File: src/rtl/tut3_verilog_regincr_pkg.sv
//------------------------------------------------------------------------
// tut3_verilog_regincr_pkg
//------------------------------------------------------------------------
// Shared definitions for the registered-incrementer result queue.
//   c_msg_nbits     : width of a result message (registered-incrementer output)
//   c_default_depth : default number of queue entries
//   msg_t           : message type, c_msg_nbits wide
//   count_nbits()   : width of an occupancy counter for a given depth
//------------------------------------------------------------------------

package tut3_verilog_regincr_pkg;

  localparam int unsigned c_msg_nbits     = 9;
  localparam int unsigned c_default_depth = 4;

  typedef logic [c_msg_nbits-1:0] msg_t;

  // Occupancy runs 0..depth inclusive, so one bit more than the pointer.
  function automatic int unsigned count_nbits(input int unsigned depth);
    return $clog2(depth) + 1;
  endfunction

endpackage

File: src/rtl/tut3_verilog_regincr_queue_dpath.sv
//------------------------------------------------------------------------
// tut3_verilog_regincr_queue_dpath
//------------------------------------------------------------------------
// Storage for the result queue: a register array with one synchronous
// write port and one combinational read port. Entries are not reset;
// validity is tracked by the control logic in the top level.
//
// Ports:
//   clk     : clock, writes on rising edge
//   wr_en   : write enable
//   wr_addr : write entry index
//   wr_data : write data
//   rd_addr : read entry index
//   rd_data : entry contents at rd_addr (combinational)
//------------------------------------------------------------------------

module tut3_verilog_regincr_queue_dpath
  import tut3_verilog_regincr_pkg::*;
#(
  parameter int unsigned p_nbits = c_msg_nbits,
  parameter int unsigned p_depth = c_default_depth
)(
  input  logic                       clk,
  input  logic                       wr_en,
  input  logic [$clog2(p_depth)-1:0] wr_addr,
  input  logic [p_nbits-1:0]         wr_data,
  input  logic [$clog2(p_depth)-1:0] rd_addr,
  output logic [p_nbits-1:0]         rd_data
);

  localparam int unsigned c_addr_nbits = $clog2(p_depth);

  logic [p_nbits-1:0] entry_data [p_depth];

  genvar gi;
  generate
    for (gi = 0; gi < p_depth; gi = gi + 1) begin : g_entry
      logic [p_nbits-1:0] entry_reg;

      always_ff @(posedge clk) begin
        if (wr_en && (wr_addr == c_addr_nbits'(gi))) begin
          entry_reg <= wr_data;
        end
      end

      assign entry_data[gi] = entry_reg;
    end
  endgenerate

  assign rd_data = entry_data[rd_addr];

endmodule

File: src/rtl/tut3_verilog_regincr_result_queue.sv
//------------------------------------------------------------------------
// tut3_verilog_regincr_result_queue
//------------------------------------------------------------------------
// FIFO that captures results from the registered-incrementer stage. The
// producer has no back-pressure: a result arriving while the queue is full
// (and nothing leaves that cycle) is dropped and the sticky overflow flag
// is raised until the next reset.
//
// Build option:
//   TUT3_VERILOG_REGINCR_RESULT_QUEUE_BYPASS_EN
//     When defined, an incoming result is presented on deq_* in the same
//     cycle while the queue is empty. If the consumer takes it, it is not
//     stored; otherwise it is stored as usual. When undefined, there is no
//     combinational path from enq_* to deq_*.
//
// Ports:
//   clk      : clock, all state updates on rising edge
//   reset    : synchronous, active-high reset
//   enq_val  : a result is present this cycle
//   enq_msg  : result value
//   deq_val  : head entry valid
//   deq_rdy  : consumer accepts the head
//   deq_msg  : head value (0 when deq_val=0)
//   count    : current occupancy, 0..p_depth
//   overflow : sticky, at least one result was dropped
//------------------------------------------------------------------------

module tut3_verilog_regincr_result_queue
  import tut3_verilog_regincr_pkg::*;
#(
  parameter int unsigned p_nbits = c_msg_nbits,
  parameter int unsigned p_depth = c_default_depth
)(
  input  logic                     clk,
  input  logic                     reset,
  input  logic                     enq_val,
  input  logic [p_nbits-1:0]       enq_msg,
  output logic                     deq_val,
  input  logic                     deq_rdy,
  output logic [p_nbits-1:0]       deq_msg,
  output logic [$clog2(p_depth):0] count,
  output logic                     overflow
);

  localparam int unsigned c_addr_nbits  = $clog2(p_depth);
  localparam int unsigned c_count_nbits = count_nbits(p_depth);
  localparam logic [c_count_nbits-1:0] c_full = c_count_nbits'(p_depth);

  logic [c_addr_nbits-1:0]  wr_ptr_reg,   wr_ptr_next;
  logic [c_addr_nbits-1:0]  rd_ptr_reg,   rd_ptr_next;
  logic [c_count_nbits-1:0] count_reg,    count_next;
  logic                     overflow_reg, overflow_next;

  logic               not_empty;
  logic               full;
  logic               stored_fire;
  logic               bypass;
  logic               enq_accept;
  logic               enq_drop;
  logic [p_nbits-1:0] rd_data;

  assign not_empty   = (count_reg != '0);
  assign full        = (count_reg == c_full);
  // A dequeue only consumes storage when the head comes from the array.
  assign stored_fire = not_empty && deq_rdy;

`ifdef TUT3_VERILOG_REGINCR_RESULT_QUEUE_BYPASS_EN
  // Empty queue: the incoming result is shown directly; if the consumer
  // takes it this cycle it never touches storage.
  assign bypass  = !not_empty && enq_val && deq_rdy;
  assign deq_val = not_empty || enq_val;
  assign deq_msg = not_empty ? rd_data : (enq_val ? enq_msg : '0);
`else
  assign bypass  = 1'b0;
  assign deq_val = not_empty;
  assign deq_msg = not_empty ? rd_data : '0;
`endif

  // A full queue still accepts when the head leaves in the same cycle.
  assign enq_accept = enq_val && !bypass && (!full || stored_fire);
  assign enq_drop   = enq_val && full && !stored_fire;

  always_comb begin
    wr_ptr_next   = wr_ptr_reg;
    rd_ptr_next   = rd_ptr_reg;
    count_next    = count_reg;
    overflow_next = overflow_reg || enq_drop;

    // Pointer width equals log2(depth), so natural overflow is the wrap.
    if (enq_accept) begin
      wr_ptr_next = wr_ptr_reg + c_addr_nbits'(1);
    end
    if (stored_fire) begin
      rd_ptr_next = rd_ptr_reg + c_addr_nbits'(1);
    end

    case ({enq_accept, stored_fire})
      2'b10:   count_next = count_reg + c_count_nbits'(1);
      2'b01:   count_next = count_reg - c_count_nbits'(1);
      default: count_next = count_reg;
    endcase
  end

  always_ff @(posedge clk) begin
    if (reset) begin
      wr_ptr_reg   <= '0;
      rd_ptr_reg   <= '0;
      count_reg    <= '0;
      overflow_reg <= 1'b0;
    end else begin
      wr_ptr_reg   <= wr_ptr_next;
      rd_ptr_reg   <= rd_ptr_next;
      count_reg    <= count_next;
      overflow_reg <= overflow_next;
    end
  end

  // Storage writes are gated by enq_accept, which is only a don't-care
  // during reset because the pointers and count are cleared anyway.
  tut3_verilog_regincr_queue_dpath #(
    .p_nbits (p_nbits),
    .p_depth (p_depth)
  ) dpath (
    .clk     (clk),
    .wr_en   (enq_accept),
    .wr_addr (wr_ptr_reg),
    .wr_data (enq_msg),
    .rd_addr (rd_ptr_reg),
    .rd_data (rd_data)
  );

  assign count    = count_reg;
  assign overflow = overflow_reg;

endmodule

File: config.mk
export PLATFORM = sky130hd
export DESIGN_NAME = tut3_verilog_regincr_result_queue
export DESIGN_NICKNAME = d
export VERILOG_FILES = /design/src/rtl/tut3_verilog_regincr_pkg.sv /design/src/rtl/tut3_verilog_regincr_queue_dpath.sv /design/src/rtl/tut3_verilog_regincr_result_queue.sv
export SDC_FILE = /design/constraint.sdc
export NUM_CORES = 1
export LEC_CHECK = 0
export CAP_MARGIN = 20
export CORE_AREA = 2 2 67 69
export DETAILED_ROUTE_END_ITERATION = 7
export DIE_AREA = 0 0 69 71
export PLACE_DENSITY = 0.81
export SLEW_MARGIN = 20
export SYNTH_ARGS = -nofsm -noshare
export SYNTH_HDL_FRONTEND = slang
export SYNTH_SLANG_ARGS = --single-unit
File: constraint.sdc
create_clock -name clk -period 2.2 [get_ports clk]
set_clock_uncertainty 0.2 [all_clocks]
set_input_delay 0.22 -clock clk [delete_from_list [all_inputs] [get_ports clk]]
set_output_delay 0.22 -clock clk [all_outputs]
set_load 0.01 [all_outputs]
* Yosys cells after proc, flatten, opt, wreduce, memory -nomap -nowiden
Cells that the tools add are included.
Cells by class: add/sub/neg operators 4, $lt $le $gt $ge 1, eq/ne operators 6, mux-type cells 5, bitwise logic cells 1, reductions and logical operators 15
Operators with widths (count):
- $mux 9 | 3
- $bmux 9 s2 | 1
- $logic_and 1x1->1 | 8
- $eq 2x2->1 const B | 3
- $pmux 3 s2 | 1
- $add 2x1->2 const B | 2
- $eq 2x1->1 const B | 2
- $add 3x1->3 const B | 1
- $eq 3x3->1 const B | 1
- $ge 3x3->1 const B | 1
- $not 2->3 | 1
- $reduce_bool 3->1 | 1
- $sub 3x1->3 const B | 1
- $logic_not 1->1 | 2
- $logic_not 2->1 | 1
- $logic_or 1x1->1 | 2
- $reduce_bool 2->1 | 1
Word-level totals: flip-flop bits (word level) 44, input bits 13, output and inout port bits 14, logic and storage cells 40

* Longest topological paths before layout
Gate-level depths: netlist (run 1).
depth in word-level cells 6, mapped depth 9, gate-level depth less buffers 7

* By module
Synthesis (run 1) repeated with hierarchy kept, for this count alone.
Unflattened totals: cell total of the unflattened synthesis 117, area total of the unflattened synthesis 1889.3 sq um
By module, submodules not included:
- tut3_verilog_regincr_queue_dpath | instances 1, cells an instance 51, area an instance 1331.3 sq um, seq. area each 1081.0 sq um
- tut3_verilog_regincr_result_queue | instances 1, cells an instance 66, area an instance 558.0 sq um, seq. area each 160.2 sq um

* Worst setup path before layout (run 1)
OpenSTA, ideal clock, no wires.
path kind register to register, start point register count_reg[0], in the netlist count[0], end point register count_reg[2], in the netlist count[2], setup time 0.074 ns, arrival time 2.047 ns, data required time 1.926 ns, path slack -0.121 ns, cell stages (with the launch flop) 9, path buffers 1, period minus slack after synthesis 2.321 ns, cells stage by stage dfxtp_1 nor3_1 buf_2 inv_1 nand3_1 fa_1 or3b_1 a2bb2oi_1 a31oi_1
Between the ends: longest elaborated chain between the ends 6, elaborated cells between the ends (all ways) 12, classes of those cells add/sub: 2; eq/ne: 3; mux: 1; reduce/logical: 6
Ends and longest elaborated chain:
- start, declared | line tut3_verilog_regincr_result_queue.sv:51 | logic [c_count_nbits-1:0] count_reg, count_next;
- start signal, assigned | line tut3_verilog_regincr_result_queue.sv:113 | count_reg <= count_next;
- $reduce_bool 3->1 (*) | line tut3_verilog_regincr_result_queue.sv:62 | assign not_empty = (count_reg != '0);
- named net deq_val | line tut3_verilog_regincr_result_queue.sv:38 | output logic deq_val,
- $logic_and 1x1->1 (*) | line tut3_verilog_regincr_result_queue.sv:65 | assign stored_fire = not_empty && deq_rdy;
- $logic_or 1x1->1 | line tut3_verilog_regincr_result_queue.sv:80 | assign enq_accept = enq_val && !bypass && (!full || stored_fire);
- $logic_and 1x1->1 | line tut3_verilog_regincr_result_queue.sv:80
- $eq 2x1->1 or $eq 2x2->1 (tied branches) | line tut3_verilog_regincr_result_queue.sv:97 | case ({enq_accept, stored_fire})
- $pmux 3 s2 or $reduce_bool 2->1 (tied branches)
The timed path passes the listed nets; every way through them passes the cells marked *. A chain may end at the register's enable or synchronous reset.

* Worst setup path after layout (run 1)
start point register rd_ptr_reg[0], end point output port deq_msg[4]
Between the ends: longest elaborated chain between the ends 5
Ends and longest elaborated chain:
- start, declared | line tut3_verilog_regincr_result_queue.sv:50 | logic [c_addr_nbits-1:0] rd_ptr_reg, rd_ptr_next;
- start signal, assigned | line tut3_verilog_regincr_result_queue.sv:112 | rd_ptr_reg <= rd_ptr_next;
- $not 2->3 (implied by the code) | line tut3_verilog_regincr_queue_dpath.sv:50 | assign rd_data = entry_data[rd_addr];
- $bmux 9 s2 | line tut3_verilog_regincr_queue_dpath.sv:50
- $mux 9 (implied by the code) (2 in a row) | line tut3_verilog_regincr_queue_dpath.sv:50
- $mux 9 | line tut3_verilog_regincr_result_queue.sv:76 | assign deq_msg = not_empty ? rd_data : '0;
- end, declared | line tut3_verilog_regincr_result_queue.sv:40 | output logic [p_nbits-1:0] deq_msg,
Every way passes these cells. The select of a mux whose other input is x is not followed.

==> results.md, run 1 <==
- Number of max-cap violations: 0
- Routed vias/inst: 5.346
- Diode count: 0
- Pre-antenna DRT Iters: 5
- Number of antenna violations at the first check in global routing: 0
- Die ar.: 4899 um2
- Worst setup EP type: primary output
- Mean Syn Cell Area: 15.93 um2
- Syn Nets: 139
- Worst EP arrival: between 1500 and 2000 ps
- Worst Path Required: roughly 1800 ps
- HP Class: flip-flop to flip-flop
- GRT Total Usage: between 15 and 20%
- Violation count after the first detailed-route iteration: between 60 and 70
- Final hold vios: 0
- Maximum number of pins on one net before global-route repair: 16
- Grt total ovfl: 0
- Max FFs per register: 36
- Core area: 4204 um2
- Worst-path cell chain: buf_12 -> mux4_2 -> nor2b_1 -> dlygate4sd2_1
- Cell row count: 24
- Tightest Pin Transition: 391.0 ps
- CTS sink cnt: between 40 and 50
- DR vias: roughly 1,100
- Peak VDD IR: 0.0003741 V
- Setup Crit Path Kind: flip-flop to primary output
- Num CTS Buffers: 5
- Area growth syn-to-layout: 26.28%
- Layout Nets: 179
- H-Tree Level Count: 2
- Number of synthesis warnings: 0
- First-pass GRT wire length: 5602 um
- Share of layout cells above drive strength 1: 25.93%
- Die Y-Extent: 71 um
- Final worst path period need: roughly 2100 ps
- Synthesized cell area: 1928 um2
- Crit-path slowest cell: mux4_2
- Die X-Extent: 69 um
- Final setup violation count: 0
- Largest fanout on the critical path: 10
- Root Buffer: clkbuf_8
- Filler cell count in the final layout: 317
- Power Dens Cells: approximately 790 nW/um2
- Io pins: 27
- Critical Path Start Type: flip-flop
- Post-Route WL: 3371 um
- CTS Buffer Depth: 2
- Drt wl/cell: 15.75 um
- Pleak: 0.8634 nW
- CTS clk-pin slew, worst paths: 80 ps
- Hold slack final: between 200 and 300 ps
- Initial core utilization: a little under half
- Status: complete, no violations
- Number of global-route vias before repair: 1,163
- Fin util: 57.92%
- Worst-Skew Late Latency: ~300 ps
- # DRC: 0
- Mapped Cells: between 100 and 150
- TNS Setup: 0 ps
- CP max stage delay: approximately 500 ps
- Unrepaired setup endpoints after global routing: false
- Achievable Freq: 469.4 MHz
- Antenna-violating nets left: 0
- Slew margin rel.: 73.85%
- Fin. max-slew vios: 0
- Placement Setup Slack: -24.12 ps
- Final WS setup: 69.83 ps
- Seq/Total Area, Yosys: 64.37%
- RePlAce Congestion: 0.8231
- Netlist cell types: 35
- TritonCTS clock tree: yes
- Final worst path period share: 96.83%
- Detailed placer's ending HPWL: 2435 um
- Port Buffers: 26
- #FFs+latches synth: 44
-- stage by stage --
step           power, mW  cells  area [um2]
3_5_place_dp       1.459    205        2344
5_1_grt            2.009    214        2435
2_1_floorplan      1.244    121        1936
4_1_cts            1.938    214        2430
6_report           1.922    214        2435
3_3_place_gp       1.436    205        2344
-- kinds of logic after synthesis --
logic type      Yosys count  synth area share [%]
flops                    44                 64.37
simple gates             32                 9.864
buf+inv                  15                 4.088
compound gates           11                 5.062
mux                      11                 11.62
fa+ha+maj                 5                 3.634
xor+xnor                  3                 1.363
-- path summary, 6_finish.rpt --
| check | from | end | slack (ps) | depth (start not counted) |
|---|---|---|---|---|
| worst min register to register | overflow | overflow | 290 | 2 |
| worst max register to register | count[0] | count[2] | 130 | 7 |
| worst max-delay path | rd_ptr_reg[0] | deq_msg[4] | 70 | 4 |
| worst min-delay path | overflow | overflow | 290 | 2 |
-- power breakdown --
part | leakage, nW | switching [mW] | total [mW] | internal, mW
combinational | 0.426 | 0.199 | 0.428 | 0.229
clock | 0.0404 | 0.282 | 0.506 | 0.224
sequential | 0.397 | 0.0311 | 0.987 | 0.956
-- layer usage --
metal	vias up	GRT usage, %	wire, um
met5	-	0	0
met4	0	9.368	108
met3	9	4.843	149
met2	36	26.71	1783
met1	562	16.65	1329
li1	537	-	-
-- cell type report --
| class | count | area [um2] | area share (%) |
|---|---|---|---|
| clock inverters | 3 | 23.77 | 0.9764 |
| flip-flops and latches | 44 | 1246 | 51.18 |
| clock buffers | 5 | 68.82 | 2.826 |
| well taps | 52 | 65.06 | 2.672 |
| repair buffers | 40 | 387.9 | 15.93 |
| multi-input cells | 62 | 613.1 | 25.18 |
| inverters | 8 | 30.03 | 1.233 |
-- repair_timing --
item / CTS / global route
setup buffers: 1 / 0
gates resized for setup: 13 / 1
setup endpoints to repair: 9 / 1
hold buffers: 0 / 0
-- Yosys cell counts (all sizes together) --
master   number  share of area, %
nor2          6               1.6
mux2          1              0.58
or2           1              0.32
or3b          1              0.45
mux2i         1              0.52
a21oi         1              0.26
and2          4               1.3
o21ai         1              0.26
or3           2              0.65
mux4          9                11
a2bb2oi       1              0.45
dfxtp         8               8.3
xor2          3               1.4
a221oi        1              0.45
o2111ai       2              0.91
nor2b        10               3.2
ha            4               2.6
fa            1               1.0
a31oi         2               1.4
buf           5               2.1
edfxtp       36                56
nand2b        2              0.65
nand3b        1              0.39
inv           8               1.6
nor3          1              0.26
a41oi         1              0.45
nand3         4               1.0
o31ai         1              0.39
clkbuf        2              0.45
o311ai        1              0.45
-- cell usage in the layout (no fill, tap or decap), types with 2 or more instances in the layout --
cell type,n
edfxtp_1,36
nor2b_1,10
inv_1,7
clkinvlp_4,2
o2111ai_1,2
mux4_2,9
or3_1,2
nand3_1,4
xor2_1,3
clkdlybuf4s50_1,17
buf_4,11
buf_12,3
dfxtp_2,4
dlygate4sd2_1,8
nor2_1,5
and2_1,4
ha_1,4
nand2b_1,2
clkbuf_8,5
dfxtp_1,4
-- worst max-delay path: cells and delay by family (launching register included) --
| family | cells | cell delay [ps] |
|---|---|---|
| AND/OR/NAND/NOR | 1 | 140 |
| flip-flops | 1 | 350 |
| buffers and inverters | 2 | 420 |
| multiplexers | 1 | 500 |
Power figures use the tool's default switching activity.
==> run 2, diff against run 1 <==
--- a/config.mk
+++ b/config.mk
@@ -8,6 +8,7 @@
 export CAP_MARGIN = 20
-export CORE_AREA = 2 2 67 69
+export CORE_AREA = 2 2 63 65
 export DETAILED_ROUTE_END_ITERATION = 7
-export DIE_AREA = 0 0 69 71
-export PLACE_DENSITY = 0.81
+export DIE_AREA = 0 0 65 67
+export DONT_BUFFER_PORTS = 1
+export PLACE_DENSITY = 0.8
 export SLEW_MARGIN = 20
==> constraint.sdc (replaced) <==
create_clock -name clk -period 2.2 [get_ports clk]
set_clock_uncertainty 0.2 [all_clocks]
set_input_delay 0.33 -clock clk [delete_from_list [all_inputs] [get_ports clk]]
set_output_delay 0.33 -clock clk [all_outputs]
set_load 0.01 [all_outputs]
==> run 2 against run 1 <==
- sequential cell count did not move
- register-to-register slack worse by 60 ps
- first-iteration DRC count is 15% lower
- non-clock buffer count shrank 25
- routed wire length shrank 7.5%
- count of clock-buffer cells in the layout unchanged
- global-route usage grew 0.45 points
- sequential share of layout area increased by 5.6 points
- critical path depth up 3
- worst hold slack got worse by 260 ps
- critical endpoint is now count[2]
- largest power group unchanged
==> results.md, run 2 (synthesis results as in run 1) <==
- TNS Setup: 0 ps (unchanged)
- Hold slack final: 24.63 ps (-263.6 ps)
- Root Buffer: clkbuf_8
- Maximum number of pins on one net before global-route repair: 15 (-1)
- Final instance area: 2193 um2 (-9.9%)
- Number of global-route vias before repair: 1,041 (-10%)
- Core area: 3606 um2 (-14%)
- Critical Path Start Type: flip-flop
- H-Tree Level Count: 2 (unchanged)
- Number of antenna violations at the first check in global routing: 0 (unchanged)
- Most frequent cells in the layout: edfxtp_1 (36), nor2b_1 (10), dlygate4sd3_1 (10), mux4_2 (9), inv_1 (7)
- # DRC: 0 (unchanged)
- Die Y-Extent: 67 um (-5.6%)
- Num CTS Buffers: 5 (unchanged)
- Status: complete, no violations
- Setup slack, reg-to-reg: 70 ps (-60 ps)
- Area growth syn-to-layout: 13.76%
- Placed inst area: 1981 um2 (-15%)
- Cell row count: 22 (-8.3%)
- DR vias: 1,017 (-11%)
- Final worst path period need: 2130 ps (+0.1355 ps)
- Final Non-Filler Cells: 185 (-14%)
- Layout Nets: 154 (-14%)
- Detailed placer's ending HPWL: 2094 um (-14%)
- Worst EP arrival: 2150 ps (+440 ps)
- Power consumption: 1.901 mW (-1.1%)
- Diode count: 0 (unchanged)
- Pre-antenna DRT Iters: 5 (unchanged)
- CTS Buffer Depth: 2 (unchanged)
- Post-Route WL: 3119 um (-7.5%)
- Unrepaired setup endpoints after global routing: false
- Net Switching: 465.7 uW (-9.1%)
- Worst Path Required: 2220 ps (+440 ps)
- Placement Setup Slack: 113.9 ps (+138.0 ps)
- Placed Cells: 167 (-19%)
- Final WS setup: 69.69 ps (-0.1355 ps)
- CTS clk-pin slew, worst paths: 80 ps (about the same)
- GRT Total Usage: 15.91% (+0.45 points)
- Routed length on met1: 1272 um (-4.3%)
- Slew margin rel.: 66.02% (-7.8 points)
- Fin util: 60.83% (+2.9 points)
- CTS sink cnt: 44 (unchanged)
- Drt wl/cell: 16.86 um (+7.0%)
- Initial core utilization: 53.47% (+7.6 points)
- Final hold vios: 0 (unchanged)
- Max FFs per register: 36 (unchanged)
- Violation count after the first detailed-route iteration: 56 (-15%)
- Clk network pwr share: 31.6% (+5.2 points)
- Routed vias/inst: 5.497 (+2.8%)
- Fin. max-slew vios: 0 (unchanged)
- Worst-Skew Late Latency: 300 ps (about the same)
- Peak VDD IR: 0.0004859 V (+30%)
- HP Class: input pin to flip-flop
- RePlAce Congestion: 0.7041 (-14%)
- Power Dens Cells: 866.7 nW/um2 (+9.8%)
- Met3 WL: 206 um (+38%)
- Share of layout cells above drive strength 1: 21.90% (-4.0 points)
- TritonCTS clock tree: yes
- Achievable Freq: 469.4 MHz (about the same)
- Number of max-cap violations: 0 (unchanged)
- Final setup violation count: 0 (unchanged)
- Commonest non-fill, non-tap cell in the layout: edfxtp_1
- Grt total ovfl: 0 (unchanged)
- Largest fanout on the critical path: 7 (-3)
- Met2 wire len: 1576 um (-12%)
- Final worst path period share: 96.83% (about the same)
- Worst setup EP type: flip-flop
- Io pins: 27 (unchanged)
- Seq pwr share: 52.8% (+1.4 points)
- Max layer used: met4
- Pleak: 0.7336 nW (-15%)
- Sw Share: 24.50% (-2.2 points)
- Die ar.: 4355 um2 (-11%)
- Port Buffers: 0 (-100%)
- Antenna-violating nets left: 0 (unchanged)
- Setup Crit Path Kind: flip-flop to flip-flop
- Power Internal: 1.435 mW (+1.9%)
- Die X-Extent: 65 um (-5.8%)
- Combinational Power Share: 15.7% (-6.6 points)
- First-pass GRT wire length: 4830 um (-14%)
- Tightest Pin Transition: 509.7 ps (+118.7 ps)
- Total setup buffers inserted after CTS: 0 (-1)
## run 2: changes by cell type in the layout (fill, tap and decap cells not counted), sizes merged
| cell | change |
|---|---|
| dlygate4sd3 | +10 |
| buf | -10 |
| clkinvlp | -2 |
| dlygate4sd2 | -8 |
| bufinv | +1 |
| clkdlybuf4s50 | -17 |
| clkinv | +1 |
## run 2: worst max-delay path: stages, from the launching register on
cell and delay (ps):
dfxtp_2 450, nor3_1 110, inv_2 70, nand3_1 90, fa_1 420, or3b_1 420, a2bb2oi_1 150, a31oi_1 170
## run 2: what timing repair did
item / CTS / global route
hold buffers: 10 / 0
resized for setup: 1 / 0
hold endpoints to repair: 42 / 0
endpoints found under the setup margin: 9 / 0
## run 2: layout make-up
| cell class | count | area (um2) |
|---|---|---|
| clock buffers | 5 | 68.82 |
| clock inverters | 3 | 42.54 |
| fillers | 267 | 1413 |
| inverters | 8 | 30.03 |
| multi-input cells | 62 | 608.1 |
| flip-flops and latches | 44 | 1246 |
| well taps | 48 | 60.06 |
| repair buffers | 15 | 137.6 |
## run 2: power groups by stage
stage	combinational, mW	clock [mW]	sequential (mW)
2_1_floorplan	0.241	0	1.00
6_report	0.298	0.600	1.00
5_1_grt	0.325	0.642	1.01
3_3_place_gp	0.270	0	1.02
3_5_place_dp	0.280	0	1.02
4_1_cts	0.303	0.611	1.01
## run 2: path summary, 6_finish.rpt
path / startpoint / end / cells after the start
worst max register to register: count[1] / count[2] / 7
worst min register to register: wr_ptr_reg[1] / wr_ptr_reg[1] / 2
worst min-delay path: reset / count[0] / 3
worst max-delay path: count[1] / count[2] / 7
## run 2: per-layer routing
metal | GRT usage (%) | vias up
met1 | 16.82 | 492
met5 | 0 | -
met3 | 6.081 | 9
met2 | 27.96 | 34
met4 | 7.447 | 0
li1 | - | 482
==> RTL edit, RTL diff (settings of run 1) <==
Set the package constant `c_msg_nbits` to 11 (it was 9).
--- a/src/rtl/tut3_verilog_regincr_pkg.sv
+++ b/src/rtl/tut3_verilog_regincr_pkg.sv
@@ -10,7 +10,7 @@
 
 package tut3_verilog_regincr_pkg;
 
-  localparam int unsigned c_msg_nbits     = 9;
+  localparam int unsigned c_msg_nbits     = 11;
   localparam int unsigned c_default_depth = 4;
 
   typedef logic [c_msg_nbits-1:0] msg_t;
Ports: changed (resized deq_msg and enq_msg); port bits go from 27 to 31. The function was not compared with the original's and may differ.
==> RTL edit against run 1 <==
  * Power grew 16%
  * Worst setup slack gained 0.014 ns
  * Cell count grew 9.3%
  * Synthesized area grew 16%
  * Design area grew 15%
  * Routed wire length grew 23%
  * Sequential cell count grew 8
  * Combinational power grew 32%
  * Maximum frequency grew 0.67%
  * Count of clock-buffer cells in the layout grew 1
  * Global-route usage grew 2.5 points
==> RTL edit: results (changes against run 1) <==
Final layout
  • Nets: 201 (+12%)
  • CLK BUF: 6 (+1)
  • Invs w/o clock: 7 (-1)
  • Clk cell area share: 2.988% (-0.81 points)
  • Max reg flops: 44 (+22%)
  • Share of cells above drive strength 1: 20.88% (-5.0 points)
  • Fin cells: 234 (+9.3%)

Routing
  • M1 WL: 1715 µm (+29%)
  • DR pass1 iterations: 4 (-1)
  • Initial DRC Count: 95 (+44%)
  • Vias: 1,295 (+13%)

Run status
  • Status: finished clean

Pwr
  • LEAKAGE: 0.0009754 µW (+13%)
  • Power Density: 791.3 nW/µm² (+0.27%)
  • Sequential power: 1160 µW (+18%)
  • Peak VDD IR: 0.4713 mV (+26%)

Setup path
  • Crit path max fanout: 4 (-6)

Placed design
  • DPL Wire Length: 2889 µm (+19%)
  • Final GP Congestion: 0.8053 (-2.2%)

Synth
  • Avg Inst Size Synth: 16.34 µm² (+2.5%)
  • Top cell types by occurrence after synthesis: 44 x edfxtp_1, 11 x and2_1, 9 x mux4_2
  • Dominant cells by area after synthesis: edfxtp_1 59%, mux4_2 9.1%, dfxtp_1 7.2%

Clock network
  • Worst-Skew Late Latency: 0.28 ns (-0.02 ns)
  • Sink Count: 52 (+18%)
  • Postcts setup bufs: 0 (-1)

Min path
  • Worst min-delay path endpoint: wr_ptr_reg[0]

GRT
  • First-pass GRT wire length: 6796 µm (+21%)
  • M1 GR Usage: 20.45% (+3.8 points)
## RTL edit: cell types whose count changed in the layout (fill, tap and decap cells not counted), sizes merged, moves of 4 or more
| cell | change |
|---|---|
| nor2b | -10 |
| clkdlybuf4s15 | +9 |
| dlygate4sd2 | -8 |
| edfxtp | +8 |
| and2 | +7 |
| and3 | +4 |
| clkbuf | +4 |
| nand2 | +4 |
## RTL edit: worst max-delay path by stage
stage | slack, ns | cells after the start | to
2_1_floorplan | 0.02 | 8 | count[2]
3_3_place_gp | 0.009 | 6 | count[2]
3_5_place_dp | -0.06 | 6 | count[2]
4_1_cts | -0.008 | 4 | deq_msg[1]
5_1_grt | 0.01 | 4 | deq_msg[6]
6_report | 0.08 | 4 | deq_msg[6]
## RTL edit: stage by stage
step	TNS [ns]	util [%]
after floorplan	0	-
after global placement	0	64.14
after detailed placement	-0.3622	64.14
after CTS	-0.008306	65.92
after global routing	0	66.73
final	0	66.73
## RTL edit: worst max-delay path: cells and delay by family, from the launching register on
| family | cells | cell delay, ns |
|---|---|---|
| DFF | 1 | 0.39 |
| buffers and inverters | 2 | 0.37 |
| muxes | 1 | 0.48 |
| and+or+nand+nor | 1 | 0.17 |
## RTL edit: what timing repair did
| item | in CTS | in global routing |
|---|---|---|
| hold buffers | 0 | 0 |
| gates resized for setup | 13 | 16 |
| endpoints found under the setup margin | 11 | 12 |
| endpoints found under the hold margin | 0 | 0 |
| cloned | 0 | 1 |
## RTL edit: logic make-up (layout without fill, tap and decap cells)
family	count (synthesis)	in the layout	synth area share, %
mux	12	12	11.85
simple gates	33	33	8.776
fa+ha+maj	5	5	3.130
flops	52	52	66.18
xor+xnor	4	4	1.565
buf+inv	16	61	3.745
compound gates	15	15	4.752
